`src/rtl/video_stream_pkg.sv`:
```
// Shared video stream definitions for the camera streamer, tracking and display stages.
package video_stream_pkg;
    localparam int DW           = 24;
    localparam int WIDTH        = 640;
    localparam int HEIGHT       = 480;
    localparam int X_W          = 10;
    localparam int Y_W          = 9;
    localparam int CNT_W        = 19;
    localparam int FRAME_PIXELS = WIDTH * HEIGHT;
    localparam int CH_W         = 8;
    localparam int N_CH         = 3;
    localparam logic [DW-1:0] MARK_COLOR = 24'hFF00FF;

    typedef struct packed {
        logic [CH_W-1:0] r;
        logic [CH_W-1:0] g;
        logic [CH_W-1:0] b;
    } rgb_t;

    function automatic logic [CNT_W-1:0] sat_inc(input logic [CNT_W-1:0] v);
        return (&v) ? v : v + CNT_W'(1);
    endfunction
endpackage

```
`src/rtl/color_box_tracker_if.sv`:
```
// Avalon-ST sink and source beat signals of one video pipeline stage.
interface color_box_tracker_if;
    import video_stream_pkg::*;

    logic [DW-1:0] snk_data;
    logic          snk_sop;
    logic          snk_eop;
    logic          snk_valid;
    logic          snk_ready;
    logic [DW-1:0] src_data;
    logic          src_sop;
    logic          src_eop;
    logic          src_valid;
    logic          src_ready;

    modport master (
        output snk_data, snk_sop, snk_eop, snk_valid, src_ready,
        input  snk_ready, src_data, src_sop, src_eop, src_valid
    );

    modport slave (
        input  snk_data, snk_sop, snk_eop, snk_valid, src_ready,
        output snk_ready, src_data, src_sop, src_eop, src_valid
    );
endinterface

```
`src/rtl/rgb_window_compare.sv`:
```
// Combinational test of whether every colour channel lies inside an inclusive [min, max] window.
module rgb_window_compare
    import video_stream_pkg::*;
(
    input  logic [DW-1:0] i_pixel,
    input  logic [DW-1:0] i_min,
    input  logic [DW-1:0] i_max,
    output logic          o_match
);
    logic [N_CH-1:0] w_ch_ok;

    genvar gi;
    generate
        for (gi = 0; gi < N_CH; gi++) begin : g_ch
            assign w_ch_ok[gi] = (i_pixel[gi*CH_W +: CH_W] >= i_min[gi*CH_W +: CH_W]) &&
                                 (i_pixel[gi*CH_W +: CH_W] <= i_max[gi*CH_W +: CH_W]);
        end
    endgenerate

    assign o_match = &w_ch_ok;
endmodule

```
`src/rtl/color_box_tracker.sv`:
```
// Pass-through video stage: recolours in-window pixels and reports the per-frame
// bounding box and match count of those pixels at end of frame.
module color_box_tracker #(
    parameter int                              WIDTH      = video_stream_pkg::WIDTH,
    parameter int                              HEIGHT     = video_stream_pkg::HEIGHT,
    parameter logic [video_stream_pkg::DW-1:0] MARK_COLOR = video_stream_pkg::MARK_COLOR
) (
    input  logic                               clk,
    input  logic                               reset,
    color_box_tracker_if.slave                 bus,
    input  logic [video_stream_pkg::DW-1:0]    thr_min,
    input  logic [video_stream_pkg::DW-1:0]    thr_max,
    input  logic                               highlight_en,
    output logic [video_stream_pkg::X_W-1:0]   box_x_min,
    output logic [video_stream_pkg::X_W-1:0]   box_x_max,
    output logic [video_stream_pkg::Y_W-1:0]   box_y_min,
    output logic [video_stream_pkg::Y_W-1:0]   box_y_max,
    output logic [video_stream_pkg::CNT_W-1:0] match_count,
    output logic                               box_valid,
    output logic                               frame_err,
    output logic                               frame_done
);
    import video_stream_pkg::*;

    typedef enum logic {S_IDLE, S_FRAME} state_t;

    localparam logic [X_W-1:0]   X_LAST    = X_W'(WIDTH - 1);
    localparam logic [Y_W-1:0]   Y_LAST    = Y_W'(HEIGHT - 1);
    localparam logic [CNT_W-1:0] PIX_TOTAL = CNT_W'(WIDTH * HEIGHT);

    state_t           r_state;
    logic [DW-1:0]    r_src_data;
    logic             r_src_sop;
    logic             r_src_eop;
    logic             r_src_valid;
    logic [DW-1:0]    r_thr_min;
    logic [DW-1:0]    r_thr_max;
    logic [X_W-1:0]   r_x;
    logic [Y_W-1:0]   r_y;
    logic [CNT_W-1:0] r_beats;
    logic [CNT_W-1:0] r_cnt;
    logic [X_W-1:0]   r_acc_x_min;
    logic [X_W-1:0]   r_acc_x_max;
    logic [Y_W-1:0]   r_acc_y_min;
    logic [Y_W-1:0]   r_acc_y_max;
    logic [X_W-1:0]   r_box_x_min;
    logic [X_W-1:0]   r_box_x_max;
    logic [Y_W-1:0]   r_box_y_min;
    logic [Y_W-1:0]   r_box_y_max;
    logic [CNT_W-1:0] r_match_count;
    logic             r_box_valid;
    logic             r_frame_err;
    logic             r_frame_done;

    logic             w_snk_ready;
    logic             w_accept;
    logic             w_track;
    logic [DW-1:0]    w_win_min;
    logic [DW-1:0]    w_win_max;
    logic             w_match;
    logic             w_hit;
    logic [DW-1:0]    w_out_data;
    logic [X_W-1:0]   w_cur_x;
    logic [Y_W-1:0]   w_cur_y;
    logic [CNT_W-1:0] w_base_beats;
    logic [CNT_W-1:0] w_base_cnt;
    logic [X_W-1:0]   w_base_x_min;
    logic [X_W-1:0]   w_base_x_max;
    logic [Y_W-1:0]   w_base_y_min;
    logic [Y_W-1:0]   w_base_y_max;
    logic [X_W-1:0]   w_x_next;
    logic [Y_W-1:0]   w_y_next;
    logic [CNT_W-1:0] w_beats_next;
    logic [CNT_W-1:0] w_cnt_next;
    logic [X_W-1:0]   w_x_min_next;
    logic [X_W-1:0]   w_x_max_next;
    logic [Y_W-1:0]   w_y_min_next;
    logic [Y_W-1:0]   w_y_max_next;
    logic             w_box_valid_next;

    // Ready is held low during reset so nothing is accepted into a clearing pipeline.
    assign w_snk_ready = ~reset & (~r_src_valid | bus.src_ready);
    assign w_accept    = bus.snk_valid & w_snk_ready;
    assign w_track     = bus.snk_sop | (r_state == S_FRAME);
    // The SOP pixel is judged against the live thresholds; the rest of the frame uses the latched copy.
    assign w_win_min   = bus.snk_sop ? thr_min : r_thr_min;
    assign w_win_max   = bus.snk_sop ? thr_max : r_thr_max;

    rgb_window_compare u_window (
        .i_pixel (bus.snk_data),
        .i_min   (w_win_min),
        .i_max   (w_win_max),
        .o_match (w_match)
    );

    always_comb begin
        w_hit        = w_match & w_track;
        w_out_data   = (highlight_en & w_hit) ? MARK_COLOR : bus.snk_data;
        // An SOP beat restarts the frame from a fresh accumulator set, whatever state we were in.
        w_cur_x      = bus.snk_sop ? '0 : r_x;
        w_cur_y      = bus.snk_sop ? '0 : r_y;
        w_base_beats = bus.snk_sop ? '0 : r_beats;
        w_base_cnt   = bus.snk_sop ? '0 : r_cnt;
        w_base_x_min = bus.snk_sop ? '1 : r_acc_x_min;
        w_base_x_max = bus.snk_sop ? '0 : r_acc_x_max;
        w_base_y_min = bus.snk_sop ? '1 : r_acc_y_min;
        w_base_y_max = bus.snk_sop ? '0 : r_acc_y_max;

        w_x_next     = (w_cur_x == X_LAST) ? '0 : w_cur_x + X_W'(1);
        w_y_next     = ((w_cur_x == X_LAST) && (w_cur_y != Y_LAST)) ? w_cur_y + Y_W'(1) : w_cur_y;
        w_beats_next = sat_inc(w_base_beats);
        w_cnt_next   = w_hit ? sat_inc(w_base_cnt) : w_base_cnt;
        w_x_min_next = (w_hit && (w_cur_x < w_base_x_min)) ? w_cur_x : w_base_x_min;
        w_x_max_next = (w_hit && (w_cur_x > w_base_x_max)) ? w_cur_x : w_base_x_max;
        w_y_min_next = (w_hit && (w_cur_y < w_base_y_min)) ? w_cur_y : w_base_y_min;
        w_y_max_next = (w_hit && (w_cur_y > w_base_y_max)) ? w_cur_y : w_base_y_max;
        w_box_valid_next = (w_cnt_next != '0);
    end

    always_ff @(posedge clk) begin
        if (reset) begin
            r_state       <= S_IDLE;
            r_src_data    <= '0;
            r_src_sop     <= 1'b0;
            r_src_eop     <= 1'b0;
            r_src_valid   <= 1'b0;
            r_thr_min     <= '0;
            r_thr_max     <= '0;
            r_x           <= '0;
            r_y           <= '0;
            r_beats       <= '0;
            r_cnt         <= '0;
            r_acc_x_min   <= '0;
            r_acc_x_max   <= '0;
            r_acc_y_min   <= '0;
            r_acc_y_max   <= '0;
            r_box_x_min   <= '0;
            r_box_x_max   <= '0;
            r_box_y_min   <= '0;
            r_box_y_max   <= '0;
            r_match_count <= '0;
            r_box_valid   <= 1'b0;
            r_frame_err   <= 1'b0;
            r_frame_done  <= 1'b0;
        end else begin
            r_frame_done <= 1'b0;

            if (w_accept) begin
                r_src_data  <= w_out_data;
                r_src_sop   <= bus.snk_sop;
                r_src_eop   <= bus.snk_eop;
                r_src_valid <= 1'b1;
            end else if (bus.src_ready) begin
                r_src_valid <= 1'b0;
            end

            if (w_accept && w_track) begin
                if (bus.snk_sop) begin
                    r_thr_min <= thr_min;
                    r_thr_max <= thr_max;
                end
                r_x         <= w_x_next;
                r_y         <= w_y_next;
                r_beats     <= w_beats_next;
                r_cnt       <= w_cnt_next;
                r_acc_x_min <= w_x_min_next;
                r_acc_x_max <= w_x_max_next;
                r_acc_y_min <= w_y_min_next;
                r_acc_y_max <= w_y_max_next;

                if (bus.snk_eop) begin
                    r_box_x_min   <= w_box_valid_next ? w_x_min_next : '0;
                    r_box_x_max   <= w_box_valid_next ? w_x_max_next : '0;
                    r_box_y_min   <= w_box_valid_next ? w_y_min_next : '0;
                    r_box_y_max   <= w_box_valid_next ? w_y_max_next : '0;
                    r_match_count <= w_cnt_next;
                    r_box_valid   <= w_box_valid_next;
                    r_frame_err   <= (w_beats_next != PIX_TOTAL);
                    r_frame_done  <= 1'b1;
                    r_state       <= S_IDLE;
                end else begin
                    r_state       <= S_FRAME;
                end
            end
        end
    end

    assign bus.snk_ready = w_snk_ready;
    assign bus.src_data  = r_src_data;
    assign bus.src_sop   = r_src_sop;
    assign bus.src_eop   = r_src_eop;
    assign bus.src_valid = r_src_valid;

    assign box_x_min   = r_box_x_min;
    assign box_x_max   = r_box_x_max;
    assign box_y_min   = r_box_y_min;
    assign box_y_max   = r_box_y_max;
    assign match_count = r_match_count;
    assign box_valid   = r_box_valid;
    assign frame_err   = r_frame_err;
    assign frame_done  = r_frame_done;
endmodule

```
`src/flat_wrapper.sv`:
```
// flat-port wrapper written by rule: the top's interface ports become plain ports
module color_box_tracker_flat import video_stream_pkg::*;
#(
    parameter int                              WIDTH      = video_stream_pkg::WIDTH,
    parameter int                              HEIGHT     = video_stream_pkg::HEIGHT,
    parameter logic [video_stream_pkg::DW-1:0] MARK_COLOR = video_stream_pkg::MARK_COLOR
)
  (clk, reset, thr_min, thr_max, highlight_en, box_x_min, box_x_max, box_y_min, box_y_max, match_count, box_valid, frame_err, frame_done, bus_snk_data, bus_snk_sop, bus_snk_eop, bus_snk_valid, bus_src_ready, bus_snk_ready, bus_src_data, bus_src_sop, bus_src_eop, bus_src_valid);
  color_box_tracker_if bus_i ();
  input  logic clk;
  input  logic reset;
  input  logic [video_stream_pkg::DW-1:0] thr_min;
  input  logic [video_stream_pkg::DW-1:0] thr_max;
  input  logic highlight_en;
  output logic [video_stream_pkg::X_W-1:0] box_x_min;
  output logic [video_stream_pkg::X_W-1:0] box_x_max;
  output logic [video_stream_pkg::Y_W-1:0] box_y_min;
  output logic [video_stream_pkg::Y_W-1:0] box_y_max;
  output logic [video_stream_pkg::CNT_W-1:0] match_count;
  output logic box_valid;
  output logic frame_err;
  output logic frame_done;
  input wire logic [$bits(bus_i.snk_data)-1:0] bus_snk_data;
  input wire logic [$bits(bus_i.snk_sop)-1:0] bus_snk_sop;
  input wire logic [$bits(bus_i.snk_eop)-1:0] bus_snk_eop;
  input wire logic [$bits(bus_i.snk_valid)-1:0] bus_snk_valid;
  input wire logic [$bits(bus_i.src_ready)-1:0] bus_src_ready;
  output wire logic [$bits(bus_i.snk_ready)-1:0] bus_snk_ready;
  output wire logic [$bits(bus_i.src_data)-1:0] bus_src_data;
  output wire logic [$bits(bus_i.src_sop)-1:0] bus_src_sop;
  output wire logic [$bits(bus_i.src_eop)-1:0] bus_src_eop;
  output wire logic [$bits(bus_i.src_valid)-1:0] bus_src_valid;
  assign bus_i.snk_data = bus_snk_data;
  assign bus_i.snk_sop = bus_snk_sop;
  assign bus_i.snk_eop = bus_snk_eop;
  assign bus_i.snk_valid = bus_snk_valid;
  assign bus_i.src_ready = bus_src_ready;
  assign bus_snk_ready = bus_i.snk_ready;
  assign bus_src_data = bus_i.src_data;
  assign bus_src_sop = bus_i.src_sop;
  assign bus_src_eop = bus_i.src_eop;
  assign bus_src_valid = bus_i.src_valid;
  color_box_tracker #(.WIDTH(WIDTH), .HEIGHT(HEIGHT), .MARK_COLOR(MARK_COLOR)) u_core (.clk(clk), .reset(reset), .bus(bus_i), .thr_min(thr_min), .thr_max(thr_max), .highlight_en(highlight_en), .box_x_min(box_x_min), .box_x_max(box_x_max), .box_y_min(box_y_min), .box_y_max(box_y_max), .match_count(match_count), .box_valid(box_valid), .frame_err(frame_err), .frame_done(frame_done));
endmodule
```
`config.mk`:
```
export PLATFORM = sky130hd
export DESIGN_NAME = color_box_tracker_flat
export DESIGN_NICKNAME = d
export VERILOG_FILES = /design/src/rtl/video_stream_pkg.sv /design/src/rtl/color_box_tracker_if.sv /design/src/rtl/rgb_window_compare.sv /design/src/rtl/color_box_tracker.sv /design/src/flat_wrapper.sv
export SDC_FILE = /design/constraint.sdc
export NUM_CORES = 1
export LEC_CHECK = 0
export CORE_AREA = 4 4 151 153
export DETAILED_ROUTE_END_ITERATION = 10
export DIE_AREA = 0 0 155 157
export HOLD_SLACK_MARGIN = 0.06
export PLACE_DENSITY = 0.94
export REMOVE_ABC_BUFFERS = 1
export SETUP_SLACK_MARGIN = 0.05
export SKIP_LAST_GASP = 1
export SLEW_MARGIN = 10
export SYNTH_ARGS = -nofsm -noshare
export SYNTH_HDL_FRONTEND = slang
export SYNTH_HIERARCHICAL = 1
export SYNTH_SLANG_ARGS = --single-unit
```
`constraint.sdc`:
```
create_clock -name clk -period 16.8 [get_ports clk]
set_input_delay 3.36 -clock clk [delete_from_list [all_inputs] [get_ports clk]]
set_output_delay 3.36 -clock clk [all_outputs]
set_load 0.005 [all_outputs]
```
# Word level (Yosys, flattened, before mapping)
# Index checks and enable logic that the tools add are counted.
[word_totals]
out_inout_bits = 88
ram_bits = 0
reg_bits = 231
rom_bits = 0
latchBits = 0
mem_count = 0
[op_classes]
mul = 0
div_mod_pow = 0
addsub = 4
n_shift = 0
bitwise_logic = 9
n_reduce_logical = 16
n_lt_le_gt_ge = 10
eq_ne = 3
n_mux = 28
[ops]
columns = ["op", "n"]
rows = [
  ["$mux 19", 5],
  ["$mux 10", 8],
  ["$mux 24", 3],
  ["$mux 9", 8],
  ["$add 19x1->19 const B", 2],
  ["$reduce_and 19->1", 2],
  ["$ge 8x8->1", 3],
  ["$le 8x8->1", 3],
  ["$ne 19x19->1 const B", 1],
  ["$reduce_bool 19->1", 1],
  ["$add 10x1->10 const B", 1],
  ["$eq 10x10->1 const B", 1],
  ["$gt 10x10->1", 1],
  ["$lt 10x10->1", 1],
  ["$add 9x1->9 const B", 1],
  ["$gt 9x9->1", 1],
  ["$logic_and 1x1->1", 9],
  ["$lt 9x9->1", 1],
  ["$ne 9x9->1 const B", 1],
  ["$and 1x1->1", 4],
  ["$mux 1", 4],
  ["$not 1->1", 3],
  ["$reduce_and 3->1", 1],
  ["$or 1x1->1", 2],
  ["3 further kinds", 3],
]

# Depth between registers and ports, before layout
# Gate-level depths: netlist of the first run.
[depth]
depth_word = 8
depth_mapped = 25
mapped_depth_nobuf = 18

# Hierarchy
# The synthesis of the first run kept the hierarchy.
[by_module_without_submodules]
columns = ["module", "area_each_um2", "cells_each", "instances", "seq_area_each_um2"]
rows = [
  ["color_box_tracker", 11479.8, 1420, 1, 4624.4],
  ["rgb_window_compare", 1154.9, 159, 1, 0.0],
]

# Worst setup path before layout of the first run
# OpenSTA, ideal clock, no wires.
[synth_timing]
kind = "input-to-reg"
start = "input bus_snk_sop"
end = "register u_core.r_box_y_max[2] (netlist: u_core/box_y_max[2])"
slack_ps = 7687
n_path_buf = 7
arrival_ps = 8997
stages = 25
path_cell_list = "buf_2 -> clkbuf_1 -> clkbuf_1 -> clkbuf_1 -> clkbuf_1 -> buf_1 -> mux2_2 -> inv_1 -> ha_1 -> nor2b_1 -> o211ai_2 -> a21oi_1 -> o22ai_1 -> nand2_1 -> nor4bb_1 -> o21a_1 -> nand3_1 -> nor4_1 -> mux2_2 -> or3b_1 -> or4_4 -> nor4_4 -> a21oi_2 -> buf_6 -> a22o_1"
[synth_via]
elab_chain_cells = 8
word_cells_on_any_way = 28
classes_between = "add/sub (1); order compare (7); mux (9); bitwise (2); reduce/logical (9)"
[synth_lines]
columns = ["item", "line", "text"]
rows = [
  ["start, declared", "flat_wrapper.sv:24", "input wire logic [$bits(bus_i.snk_sop)-1:0] bus_snk_sop;"],
  ["$mux 24 (*)", "color_box_tracker.sv:87", "assign w_win_max = bus.snk_sop ? thr_max : r_thr_max;"],
  ["named net u_core.w_win_max[9]", "color_box_tracker.sv:59", "logic [DW-1:0] w_win_max;"],
  ["$le 8x8->1 (*)", "rgb_window_compare.sv:16", "(i_pixel[gi*CH_W +: CH_W] <= i_max[gi*CH_W +: CH_W]);"],
  ["$logic_and 1x1->1 (*)", "rgb_window_compare.sv:15", "assign w_ch_ok[gi] = (i_pixel[gi*CH_W +: CH_W] >= i_min[gi*CH_W +: CH_W]) &&"],
  ["$reduce_and 3->1 (*)", "rgb_window_compare.sv:20", "assign o_match = &w_ch_ok;"],
  ["named net u_core.w_match", "color_box_tracker.sv:60", "logic w_match;"],
  ["$and 1x1->1 (*)", "color_box_tracker.sv:97", "w_hit = w_match & w_track;"],
  ["$mux 19 / $logic_and 1x1->1 (equally long branches)", "color_box_tracker.sv:112, color_box_tracker.sv:116", ""],
  ["$reduce_bool 19->1 / $mux 9 (equally long branches)", "color_box_tracker.sv:117, color_box_tracker.sv:116", ""],
  ["$mux 9 (*)", "color_box_tracker.sv:175", "r_box_y_max <= w_box_valid_next ? w_y_max_next : '0;"],
  ["end signal, assigned", "color_box_tracker.sv:175", ""],
  ["end, declared", "color_box_tracker.sv:49", "logic [Y_W-1:0] r_box_y_max;"],
]
# Mark *: on every way through the listed nets, which the timed path passes. The rest lies on a longest branch.
# A chain may end at the register's enable or synchronous reset.

# Worst setup path after layout of the first run
[layout_timing]
start = "input bus_snk_sop"
end = "register u_core.r_box_y_max[3] (netlist: u_core/box_y_max[3])"
[layout_via]
elab_chain_cells = 8
word_cells_on_any_way = 28
classes_between = "add/sub (1); order compare (7); mux (9); bitwise (2); reduce/logical (9)"
[layout_lines]
columns = ["item", "line", "text"]
rows = [
  ["$mux 24 (*)", "color_box_tracker.sv:86", "assign w_win_min = bus.snk_sop ? thr_min : r_thr_min;"],
  ["named net u_core.w_win_min[0]", "color_box_tracker.sv:58", "logic [DW-1:0] w_win_min;"],
  ["$ge 8x8->1 (*)", "rgb_window_compare.sv:15", ""],
  ["$logic_and 1x1->1 (*)", "rgb_window_compare.sv:15", ""],
  ["$reduce_and 3->1 (*)", "rgb_window_compare.sv:20", ""],
  ["named net u_core.w_match", "color_box_tracker.sv:60", ""],
  ["$and 1x1->1 (*)", "color_box_tracker.sv:97", ""],
  ["$mux 19 / $logic_and 1x1->1 (equally long branches)", "color_box_tracker.sv:112, color_box_tracker.sv:116", ""],
  ["$reduce_bool 19->1 / $mux 9 (equally long branches)", "color_box_tracker.sv:117, color_box_tracker.sv:116", ""],
  ["$mux 9 (*)", "color_box_tracker.sv:175", ""],
]
# Marked as above.

==> summary.txt, run 1 <==
Routing
  • Wire per inst: around 18 µm
  • Final wirelength: between 30 and 40 mm
  • # DRC: 0
  • DRT Pass-1 Iters: 6
  • Vias per cell: between 6 and 7
  • ANT nets after route: 0
  • DR iter-0 viols: 955
  • Total number of vias: between 10k and 15k

Finish
  • Layout cells sized above 1: 0.0693
  • Most common cell after layout, fill and taps aside: nand2_1
  • Fin area: 15100 µm²
  • Commonest non-fill, non-tap cells in the layout: 258 x nand2_1, 231 x dfxtp_1, 182 x nor2_1
  • Non-filler instance count after layout: just under 2k
  • Nets: between 1.5k and 2k
  • Fin util: 0.702
  • Multi-input logic area: approximately 7400 µm²
  • Fillcell total: 1557
  • Register area: approximately 4600 µm²
  • Area Overhead vs Synth: 19.8%

Power
  • LEAKAGE: around 6 nW
  • Clock power frac: 0.410
  • Peak supply drop: 0.0000798 V
  • Internal Power: roughly 930 µW
  • Tot Pwr: 1.25 mW
  • Sw Share: 0.257
  • Power Density: 82.4 nW/µm²
  • Sequential Power Share: 0.460
  • Net Sw Power: 321 µW
  • Combinational power share: 0.130

Floorplanning
  • Die area: approximately 24000 µm²
  • Cell Rows: 54
  • Vert. Die Dim: 157 µm
  • Chip width: roughly 160 µm
  • Initial core utilization: 0.586
  • Core Area: 21600 µm²
  • IO Count: 167

Place
  • I/O Buffers: between 150 and 200
  • Dpl cells: roughly 1.9k
  • Post-DP HPWL: approximately 24 mm
  • Dpl ws: 7.56 ns
  • Cell Area, Placed: around 14000 µm²
  • Placer Congestion: about 0.9

Worst setup path
  • Worst Setup End Kind: register
  • Cell Chain, Critical Path: buf_4, buf_4, mux2_2, ha_1, nand2b_1, a2111oi_0, nor4_1, o22ai_1, nor4bb_1, o21a_1, nand3_1, nor4_1, mux2_2, or3b_1, or4_4, nor4_4, a21oi_2, buf_4, a22o_1
  • Worst Setup Path Type: input pin to register
  • CP Max Fanout: between 50 and 60
  • Slowest stage delay, CP: between 0.6 and 0.7 ns
  • Worst Path Arrival: 9.26 ns
  • Max stage delay cell, worst path: nor4bb_1
  • Startpoint Class: input pin
  • Required time worst endpoint: between 15 and 20 ns
  • R2R cell count: 18
  • CP dominant cell by count: buf_4

Synth
  • Top-area cell type share of the netlist area: 0.366
  • Synthesis-stage register bit count: 231
  • EDFF count, synth: 0
  • Yosys cell types: just under 70
  • Largest cells by area after synthesis: dfxtp_1 37%, ha_1 8.7%, nand2_1 7.7%
  • Top cell type by total area after synthesis: dfxtp_1
  • Ys async rst share: 0
  • Syn Inst Count: 1579
  • Syn Area/Cell: roughly 8.0 µm²
  • Top_reg_cell synth: dfxtp_1
  • Seq/Total Area, Yosys: 0.366
  • YS warnings: 6
  • Netlist Area Pre-Place: around 13000 µm²

GRT
  • Overall routing resource usage: 0.282
  • Largest net degree at the start of global routing: 89
  • Number of global-route vias before repair: around 12k
  • First-pass GRT wire length: between 50 and 60 mm
  • Initial antenna violation count: 0
  • Grt ovf: 0

Run status
  • Status: completed

Clocking
  • CTS tree: built
  • H-tree Lvls: 1
  • Hold_buf cts: 0
  • Clk Latency, worst-skew pair: roughly 0.54 ns
  • Clock sink count: ~230
  • Clk pin slew, worst setup/hold paths: approximately 0.06 ns
  • Root Driver: clkbuf_16
  • Post-CTS setup buffers: 0
  • Max clock buf depth: 3
  • Post-cts resize count: 0
  • CTS buffer count: 25

STA
  • Worst-Margin Slew: around 1.2 ns
  • Fin. Hold Viols: 0
  • Period Utilization, post-route: 0.526
  • Relative slew slack: 0.182
  • Max Clock Skew: approximately 0.027 ns
  • Tmin final: 8.83 ns
  • TNS Setup: 0 ns
  • Max Freq: ~110 MHz
  • Worst hold slack: about 0.45 ns
  • Setup ws final: around 8.0 ns
  • Max Slew Vio Count: 0
  • RSZ-0062 raised after global routing: false
  • Setup violators final: 0

Worst hold path
  • WHS Path Cells: 2
  • Hold WC Path Type: register to register

Run
  • Max-Cap Viols: 0
-- path summary, 6_finish.rpt --
kind	start	end	slack, ns
worst max-delay path	bus_snk_sop	u_core/box_y_max[3]	7.97
worst min-delay path	u_core/match_count[17]	u_core/match_count[17]	0.45
worst max register to register	u_core/r_thr_max[15]	u_core/box_y_max[3]	11.57
worst min register to register	u_core/match_count[17]	u_core/match_count[17]	0.45
-- area by class of cell --
| cell class | instances | share of cell area |
|---|---|---|
| Antenna cell | 1 | 0.000165 |
| Clock buffer | 34 | 0.0462 |
| Clock inverter | 7 | 0.00273 |
| Inverter | 76 | 0.0188 |
| Multi-Input combinational cell | 1174 | 0.487 |
| Sequential cell | 231 | 0.305 |
| Tap cell | 280 | 0.0231 |
| Timing Repair Buffer | 180 | 0.116 |
-- sequential cells by signal, indices dropped and copies added, names as in the netlist, 9 cells and up --
register	cells
u_core/r_acc_x_min	10
u_core/r_y	9
u_core/r_beats	19
u_core/box_x_min	10
u_core/r_acc_x_max	10
u_core/r_x	10
u_core/r_thr_min	24
u_core/r_thr_max	24
u_core/r_acc_y_min	9
u_core/r_acc_y_max	9
u_core/box_y_max	9
u_core/bus.src_data	24
u_core/box_x_max	10
u_core/match_count	19
u_core/box_y_min	9
u_core/r_cnt	19
-- cells by family (layout without fill, tap and decap cells) --
group / count (synthesis) / after routing / share of synthesized area
AOI/OAI and AO/OA: 381 / 381 / 0.198
buffers and inverters: 174 / 297 / 0.0536
other: 0 / 1 / 0
xor gates and xnor gates: 29 / 29 / 0.0201
adders and majority gates: 88 / 88 / 0.0871
muxes: 74 / 74 / 0.0637
DFF: 231 / 231 / 0.366
and+or+nand+nor: 602 / 602 / 0.212
-- routing by layer --
metal | global-route usage | share of wire | up-vias
met5 | 0 | 0 | -
met4 | 0.103 | 0.035 | 0
met3 | 0.0814 | 0.10 | 100
met2 | 0.491 | 0.48 | 557
met1 | 0.331 | 0.39 | 5757
li1 | - | - | 5747
-- cell usage after synthesis, types with 6 or more instances --
cell type  number
nand2_1       258
dfxtp_1       231
nor2_1        183
a21oi_1       152
ha_1           88
clkbuf_1       82
inv_1          75
mux2_2         51
a22o_1         46
o21ai_0        46
a211oi_1       35
nand3_1        28
nor2b_1        24
mux2i_1        23
nand4_1        22
nor3_1         21
nand2b_1       16
xor2_1         16
a31oi_1        15
and3_1         13
xnor2_1        13
a22oi_1        12
o22a_1         10
buf_1           9
o211a_1         9
a21o_1          7
o21a_1          7
nor4_1          6
-- power by group through the flow --
stage / clock network [mW] / registers [mW] / logic [mW]
floorplan: 0 / 0.584 / 0.0837
global placement: 0 / 0.584 / 0.151
detailed placement: 0 / 0.585 / 0.158
CTS: 0.516 / 0.574 / 0.160
global route: 0.539 / 0.575 / 0.177
finish: 0.511 / 0.574 / 0.163
-- worst max-delay path, delay by kind of cell --
kind | cells | cell delay, ns
buf+inv | 3 | 1.16
mux | 2 | 0.83
compound gates | 5 | 1.02
fa+ha+maj | 1 | 0.27
simple gates | 8 | 2.56
No activity file was read; power rests on OpenSTA's default activity.
==> run 2: changes to the inputs <==
CORE_AREA = 4 4 156 158   (was 4 4 151 153)
DIE_AREA = 0 0 160 162   (was 0 0 155 157)
PLACE_DENSITY = 0.9   (was 0.94)
clock period = 8.7 ns   (was 16.8 ns; I/O delays follow)
==> summary.txt, run 2 (same netlist as run 1, synthesis figures left out) <==
STA
  • Worst-Margin Slew: 1.20 ns (was 1.23 ns)
  • Setup ws final: 1.77 ns (was 7.97 ns)
  • Worst hold slack: 0.452 ns (was 0.453 ns)
  • RSZ-0062 raised after global routing: false (unchanged)
  • Max Clock Skew: 0.0234 ns (was 0.0274 ns)
  • Setup violators final: 0 (unchanged)
  • Max Slew Vio Count: 0 (unchanged)
  • Relative slew slack: 0.200 (was 0.182)
  • Period Utilization, post-route: 0.796
  • Max Freq: around 140 MHz
  • Fin. Hold Viols: 0 (unchanged)
  • Tmin final: about 6.9 ns

Finish
  • Fillcell total: 1816 (was 1557)
  • Nets: 1855 (unchanged)
  • Antenna Cells: 0 (was 1)
  • Most common cell after layout, fill and taps aside: nand2_1 (unchanged)
  • Layout cells sized above 1: 0.0727 (was 0.0693)
  • Multi-input logic area: 7370 µm² (about the same)
  • Register area: 4620 µm² (unchanged)
  • Area Overhead vs Synth: 21.3% (was 19.8%)
  • Commonest non-fill, non-tap cells in the layout: 258 x nand2_1, 231 x dfxtp_1, 182 x nor2_1 (unchanged)

Floorplanning
  • IO Count: 167 (unchanged)
  • Cell Rows: 56 (was 54)
  • Die area: 25900 µm² (was 24300 µm²)
  • Initial core utilization: 0.546 (was 0.586)
  • Chip width: 160 µm (was 155 µm)
  • Vert. Die Dim: 162 µm (was 157 µm)
  • Core Area: 23100 µm² (was 21600 µm²)

Worst setup path
  • Worst Setup End Kind: register (unchanged)
  • Startpoint Class: input pin (unchanged)
  • Max stage delay cell, worst path: nor4bb_1 (unchanged)
  • Slowest stage delay, CP: 0.60 ns (was 0.63 ns)
  • Cell Chain, Critical Path: buf_4, mux2_2, inv_1, ha_1, nor2b_1, o211ai_2, a21oi_1, o22ai_1, nand2_1, nor4bb_1, o21a_1, nand3_1, nor4_1, mux2_2, or3b_1, or4_4, nor4_4, a21oi_2, buf_4, a22o_1 (was buf_4, buf_4, mux2_2, ha_1, nand2b_1, a2111oi_0, nor4_1, o22ai_1, nor4bb_1, o21a_1, nand3_1, nor4_1, mux2_2, or3b_1, or4_4, nor4_4, a21oi_2, buf_4, a22o_1)
  • CP Max Fanout: 60 (was 57)
  • Worst Setup Path Type: input pin to register (unchanged)
  • Worst Path Arrival: 7.33 ns (was 9.26 ns)
  • R2r setup slk: 3.47 ns (was 11.57 ns)
  • Required time worst endpoint: 9.11 ns (was 17.23 ns)
  • R2R cell count: 19 (was 18)

Clocking
  • Max clock buf depth: 3 (unchanged)
  • Clock sink count: 231 (unchanged)
  • CTS buffer count: 25 (unchanged)
  • Post-cts resize count: 0 (unchanged)
  • Clk Latency, worst-skew pair: 0.53 ns (was 0.54 ns)
  • H-tree Lvls: 1 (unchanged)
  • CTS tree: built (unchanged)
  • Root Driver: clkbuf_16 (unchanged)
  • Clk pin slew, worst setup/hold paths: 0.06 ns (about the same)
  • Hold_buf cts: 0 (unchanged)
  • Post-CTS setup buffers: 0 (unchanged)

Run status
  • Status: completed (unchanged)

GRT
  • Largest net degree at the start of global routing: 87 (was 89)
  • First-pass GRT wire length: 57.1 mm (was 57.7 mm)
  • Number of global-route vias before repair: 11.8k (was 12.0k)
  • Initial antenna violation count: 0 (unchanged)
  • Grt ovf: 0 (unchanged)
  • Overall routing resource usage: 0.259 (was 0.282)

Routing
  • Total number of vias: 12.0k (was 12.2k)
  • ANT nets after route: 0 (unchanged)
  • DR iter-0 viols: 916 (was 955)
  • Vias per cell: 5.99 (was 6.13)
  • Wire per inst: 17.6 µm (was 18.0 µm)
  • # DRC: 0 (unchanged)
  • Final wirelength: 35.0 mm (was 35.6 mm)
  • DRT Pass-1 Iters: 7 (was 6)

Run
  • Max-Cap Viols: 0 (unchanged)

Place
  • I/O Buffers: 166 (unchanged)
  • Post-DP HPWL: 24.1 mm (about the same)
  • Dpl ws: 1.44 ns (was 7.56 ns)
  • Placer Congestion: 0.898 (was 0.916)

Power
  • Peak supply drop: 0.000166 V (was 0.0000798 V)
  • Power Density: 170 nW/µm² (was 82.4 nW/µm²)
  • LEAKAGE: 5.99 nW (was 5.90 nW)
  • Tot Pwr: 2.60 mW (was 1.25 mW)

Worst hold path
  • WHS Path Cells: 2 (unchanged)
  • Hold WC Path Type: register to register (unchanged)
-- run 2: final timing paths --
| check | start | endpoint |
|---|---|---|
| min reg2reg | u_core/r_thr_max[15] | u_core/r_thr_max[15] |
| max | bus_snk_sop | u_core/box_x_max[6] |
| min | u_core/r_thr_max[15] | u_core/r_thr_max[15] |
| max reg2reg | u_core/r_thr_max[9] | u_core/box_x_max[6] |
-- run 2: area by class of cell --
type | instances | area share
clock buffer | 33 | 0.0460
clock inverter | 12 | 0.0142
tap | 290 | 0.0237
timing repair buffer | 180 | 0.115
multi-input combinational | 1174 | 0.481
inverter | 76 | 0.0186
sequential | 231 | 0.302
-- run 2: routing by layer --
layer  share of wire  GRT usage  vias up
met3           0.089     0.0680       72
met5               0          0        -
li1                -          -     5742
met1            0.41      0.322     5663
met4           0.024     0.0786        0
met2            0.48      0.444      488
-- run 2: worst max-delay path, delay by kind of cell --
family	cells	cell delay [ns]
AO/OA/AOI/OAI	6	1.20
adder cells (fa/ha/maj)	1	0.23
buffers and inverters	3	0.90
multiplexers	2	0.82
AND/OR/NAND/NOR	8	2.37
-- run 2: through the flow --
stage,std cells,setup TNS (ns),util,area (µm²)
2_1_floorplan,1481,-73.52,-,12200
3_3_place_gp,1951,0,0.623,14400
3_5_place_dp,1951,0,0.623,14400
4_1_cts,1996,0,0.663,15300
5_1_grt,1996,0,0.663,15300
6_report,1996,0,0.663,15300
-- run 2: power by group --
part | total (mW) | internal, mW | switching, mW | leakage (nW)
logic | 0.313 | 0.143 | 0.170 | 3.66
registers | 1.11 | 1.09 | 0.0187 | 1.87
clock network | 1.18 | 0.747 | 0.433 | 0.457
